**config.mk**
```make
export PLATFORM = sky130hd
export DESIGN_NAME = fft_reorder_buf
export DESIGN_NICKNAME = d
export VERILOG_FILES = /design/src/rtl/fft_reorder_buf.sv
export SDC_FILE = /design/constraint.sdc
export NUM_CORES = 2
export LEC_CHECK = 0
export CORE_UTILIZATION = 50
export DETAILED_ROUTE_END_ITERATION = 8
export PLACE_DENSITY = 0.67
export RECOVER_POWER = 25
export SETUP_SLACK_MARGIN = 0.02
export SLEW_MARGIN = 20
export SYNTH_ARGS = -nofsm -noshare
export SYNTH_HDL_FRONTEND = slang
export SYNTH_SLANG_ARGS = --single-unit
```
**constraint.sdc**
```tcl
create_clock -name clk -period 3.7 [get_ports clk]
set_clock_uncertainty 0.1 [all_clocks]
set_input_delay 0.74 -clock clk [delete_from_list [all_inputs] [get_ports clk]]
set_output_delay 0.74 -clock clk [all_outputs]
set_load 0.01 [all_outputs]
```
**src/rtl/fft_reorder_buf.sv**
```systemverilog
// Output reorder buffer for the radix-2 pipelined FFT.
// Bit-reversed frames in, natural-order frames out, ping-pong banks.
module fft_reorder_buf #(
  parameter int width = 16,
  parameter int N     = 6
) (
  input  logic                    clk,
  input  logic                    areset,
  input  logic                    en_in,
  input  logic [N-1:0]            cnt_in,
  input  logic signed [width-1:0] xin_re,
  input  logic signed [width-1:0] xin_im,
  output logic                    en_out,
  output logic [N-1:0]            cnt_out,
  output logic signed [width-1:0] yout_re,
  output logic signed [width-1:0] yout_im,
  output logic                    ovf
);

  localparam int depth = 1 << N;

  // Both banks live in one array; the bank bit is the address MSB.
  logic [2*width-1:0] mem [2*depth];

  logic         wr_bank;
  logic         rd_bank;
  logic         rd_active;
  logic [N-1:0] rd_addr;
  logic [N-1:0] wr_addr;
  logic         frame_done;
  logic         rd_last;
  logic         swap;

  // Bit-reverse the incoming index to get its natural-order slot.
  always_comb begin
    wr_addr = '0;
    for (int j = 0; j < N; j++) begin
      wr_addr[j] = cnt_in[N-1-j];
    end
  end

  assign frame_done = en_in && (cnt_in == '1);
  assign rd_last    = rd_active && (rd_addr == '1);
  // A finished frame is handed over only if the reader is idle or just finishing.
  assign swap       = frame_done && (!rd_active || rd_last);

  // Sample store; contents need no reset since reads follow writes.
  always_ff @(posedge clk) begin
    if (en_in) begin
      mem[{wr_bank, wr_addr}] <= {xin_re, xin_im};
    end
  end

  // Bank ownership, read pointer and overrun pulse.
  always_ff @(posedge clk or negedge areset) begin
    if (!areset) begin
      wr_bank   <= 1'b0;
      rd_bank   <= 1'b0;
      rd_active <= 1'b0;
      rd_addr   <= '0;
      ovf       <= 1'b0;
    end else begin
      ovf <= frame_done && !swap;
      if (swap) begin
        rd_bank   <= wr_bank;
        wr_bank   <= ~wr_bank;
        rd_active <= 1'b1;
        rd_addr   <= '0;
      end else if (rd_active) begin
        rd_addr <= rd_addr + 1'b1;
        if (rd_last) begin
          rd_active <= 1'b0;
        end
      end
    end
  end

  // Registered read port; data and index hold when the reader is idle.
  always_ff @(posedge clk or negedge areset) begin
    if (!areset) begin
      en_out  <= 1'b0;
      cnt_out <= '0;
      yout_re <= '0;
      yout_im <= '0;
    end else begin
      en_out <= rd_active;
      if (rd_active) begin
        {yout_re, yout_im} <= mem[{rd_bank, rd_addr}];
        cnt_out            <= rd_addr;
      end
    end
  end

endmodule

```
==> results.yml <==
run_status:
  outcome: "finished with violations"
  failed_checks: "max-capacitance violations, max-slew violations, negative setup slack"
placed_design:
  dpl_cell_area_sq_um: 171700
  place.gp.congestion: 0.8551
  dpl.hpwl_um: 253900
  numPortBuffers: 80
power_and_ir_drop:
  p_per_area_nw_per_um2: 686.3
  ir_worst_vdd_uv: 558.1
  p_leak_nw: 58.77
cells_and_area:
  seq_area_sq_um: 124200
  final_nets: 8404
  drive_above_1_share_pct: 24.13
  fin_util_pct: 58.16
  area_delta_synth_final_pct: 15.84
  n_fill_cell: 22430
  final_area_sq_um: 184800
  multiInputGateArea_sq_um: 33860
yosys:
  async_reset_ff_share_pct: 1.182
  yosys.cell_count.top_type: "edfxtp_1"
  ys_ff_latch: 4145
  ys_top_cells_by_area: "edfxtp_1 77%, mux4_2 8.7%, mux2i_1 6.1%, o22ai_1 0.78%, dfrtp_1 0.77%"
  ys_seq_area_share_pct: 77.86
  synth_edf_count: 4096
  synth_common_cells: "4096 x edfxtp_1, 966 x mux2i_1, 619 x mux4_2"
  synth_top_area_share_pct: 77.09
  synth_top_area_cell: "edfxtp_1"
  synth_cell_types: 43
  synth_ff_type: "edfxtp_1"
  syn_nets: 7717
  syn_area_sq_um: 159600
  avgSynthCellArea_sq_um: 20.79
  synth_cells: 7675
  yosys_warnings: 0
route:
  wl_per_cell_um: 33.61
  viasPerCell: 6.363
  ant_nets: 0
  firstDrtPassIters: 6
  vias: 82060
  drc: 0
  first_iter_violations: 11820
  wirelength_um: 433500
floorplanning:
  start_util_pct: 50.21
  ioPinCount: 81
  die_w_um: 566.9
  fp.dieH_um: 566.9
  die_area_sq_um: 321400
  rows: 207
  core_sq_um: 317800
timing:
  fin_hold_ws_ps: 291.0
  period_minus_slack_ps: 3716
  hold_viol_final: 0
  drv_slew: 2018
  worst_slew_pin_slew_ps: 3590
  slew_headroom_pct: -139.3
  setup_ws_ps: -16.48
  setup_viol_count_final: 1
  rsz0062_at_grt: "false"
  fin_tns_setup_ps: -16.48
  fmax_mhz: 269.1
  post-route-period-util_pct: 100.4
run:
  drv_cap: 38
hold_path:
  hold_class: "input port to async pin"
setup_path:
  rrSetupSlack_ps: -20
  crit_end: "yout_im[6]$_DFFE_PN0P_"
  rr_worst_depth: 7
  crit_path_end_kind: "flip-flop"
  startpoint_type: "flip-flop"
  arrival_ps: 4420
  path_class: "flip-flop to flip-flop"
  r2r-end: "yout_im[6]$_DFFE_PN0P_"
  crit_fanout: 29
  worstPathRequired_ps: 4410
  rr_startpoint: "rd_addr[0]$_DFFE_PN0P_"
  crit_start: "rd_addr[0]$_DFFE_PN0P_"
global_routing:
  grt_pass1_vias: 80460
  track_usage_pct: 26.77
  grt_pass1_wl_um: 610700
  grt_overflow: 0
  grt_max_degree: 129
  antenna_found_initial: 35
clock_network:
  clk_latency_ps: 980
  path_clk_slew_ps: 60
  cts.sinks: 4145
  cts_tree: "yes"
  cts_root_buf: "clkbuf_16"
  clock_tree.buffer_depth: 4
  cts_buffers: 413
  htree_levels: 5
worst max-delay path: stages (launching register included):
cell and delay, ps:
dfrtp_4 710, buf_12 200, buf_12 260, mux4_2 550, mux2_2 320, a221oi_1 840
or4_1 390, o221ai_1 160
kinds of logic (layout without fill, tap and decap cells):
logic type / Yosys count / in the layout / share of synthesized area (%)
and+or+nand+nor: 528 / 528 / 1.505
xor gates and xnor gates: 4 / 4 / 0.02196
muxes: 1650 / 1650 / 15.26
AOI/OAI and AO/OA: 861 / 861 / 3.713
other: 0 / 11 / 0
DFF: 4145 / 4145 / 77.86
buffers and inverters: 486 / 1517 / 1.637
adders and majority gates: 1 / 1 / 0.007841
worst min-delay path by stage:
| stage | from | to |
|---|---|---|
| after detailed placement | cnt_out[0]$_DFFE_PN0P_ | cnt_out[0]$_DFFE_PN0P_ |
| after global routing | areset | cnt_out[2]$_DFFE_PN0P_ |
| after CTS | xin_re[9] | mem[77][25]$_DFFE_PP_ |
| after floorplan | rd_active$_DFF_PN0_ | en_out$_DFF_PN0_ |
| final | areset | cnt_out[0]$_DFFE_PN0P_ |
| after global placement | cnt_out[0]$_DFFE_PN0P_ | cnt_out[0]$_DFFE_PN0P_ |
sequential cells by signal (all words and copies together), names as in the netlist:
signal,cells
mem,4096
yout_im,16
yout_re,16
cnt_out,6
rd_addr,6
en_out,1
ovf,1
rd_active,1
rd_bank,1
wr_bank,1
report_power, final:
group          leakage (nW)  internal, mW  switching, mW
clock                  6.52          23.5           17.8
combinational          14.8          13.9           18.8
sequential             37.4          52.1          0.712
final cells by class:
type | instances | area share, %
flip-flops and latches | 4145 | 67.23
multi-input cells | 3044 | 18.32
clock buffers | 508 | 5.874
repair buffers | 724 | 4.304
well taps | 4180 | 2.830
clock inverters | 251 | 1.363
inverters | 34 | 0.06905
diodes | 11 | 0.01489
layer usage:
metal  track usage [%]  vias up  share of wire (%)
met1             38.77    43470                 39
met4             8.702        4                3.6
met5                 0        -             0.0060
met2             41.35     4523                 47
met3             5.011      644                 11
li1                  -    33430                  -
per-stage QoR:
| step | cells | worst slack [ps] | power (mW) |
|---|---|---|---|
| 3_5_place_dp | 12130 | 80.98 | 86.16 |
| 4_1_cts | 12890 | 72.79 | 127.0 |
| 5_1_grt | 12890 | 20.74 | 130.5 |
| 3_3_place_gp | 12120 | 122.9 | 85.83 |
| 6_report | 12900 | -16.48 | 126.8 |
| 2_1_floorplan | 7675 | 200.5 | 73.93 |
cells in the final DEF, fill, tap and decap left out, types with 12 or more instances in the layout:
cell / synthesis / routed
edfxtp_1: 4096 / 4096
mux2i_1: 966 / 966
mux4_2: 619 / 619
buf_4: 80 / 423
clkbuf_16: 0 / 417
buf_12: 3 / 201
o22ai_1: 200 / 200
a21oi_1: 152 / 151
a22oi_1: 132 / 132
nor2_4: 0 / 128
nor3_1: 119 / 115
clkbuf_1: 174 / 111
nor2_1: 242 / 109
a211oi_1: 107 / 100
clkinv_2: 0 / 86
clkinv_1: 0 / 79
o221ai_1: 70 / 70
mux2_2: 65 / 65
o21ai_0: 57 / 56
nor2b_1: 60 / 55
nand2_1: 59 / 52
clkdlybuf4s50_1: 0 / 47
dfrtp_1: 49 / 43
bufinv_16: 0 / 37
inv_1: 34 / 34
o41ai_1: 32 / 32
o211ai_1: 32 / 32
a221oi_1: 26 / 26
a221o_1: 24 / 24
clkinvlp_4: 0 / 17
clkbuf_2: 0 / 14
or4_1: 13 / 13
nand3_1: 13 / 12
what timing repair did:
action,4_1_cts,5_1_grt
hold buffers,1,0
gates resized for setup,0,1
hold endpoints to repair,40,0
setup buffers,0,0
endpoints found under the setup margin,0,1
Power figures use the tool's default switching activity.
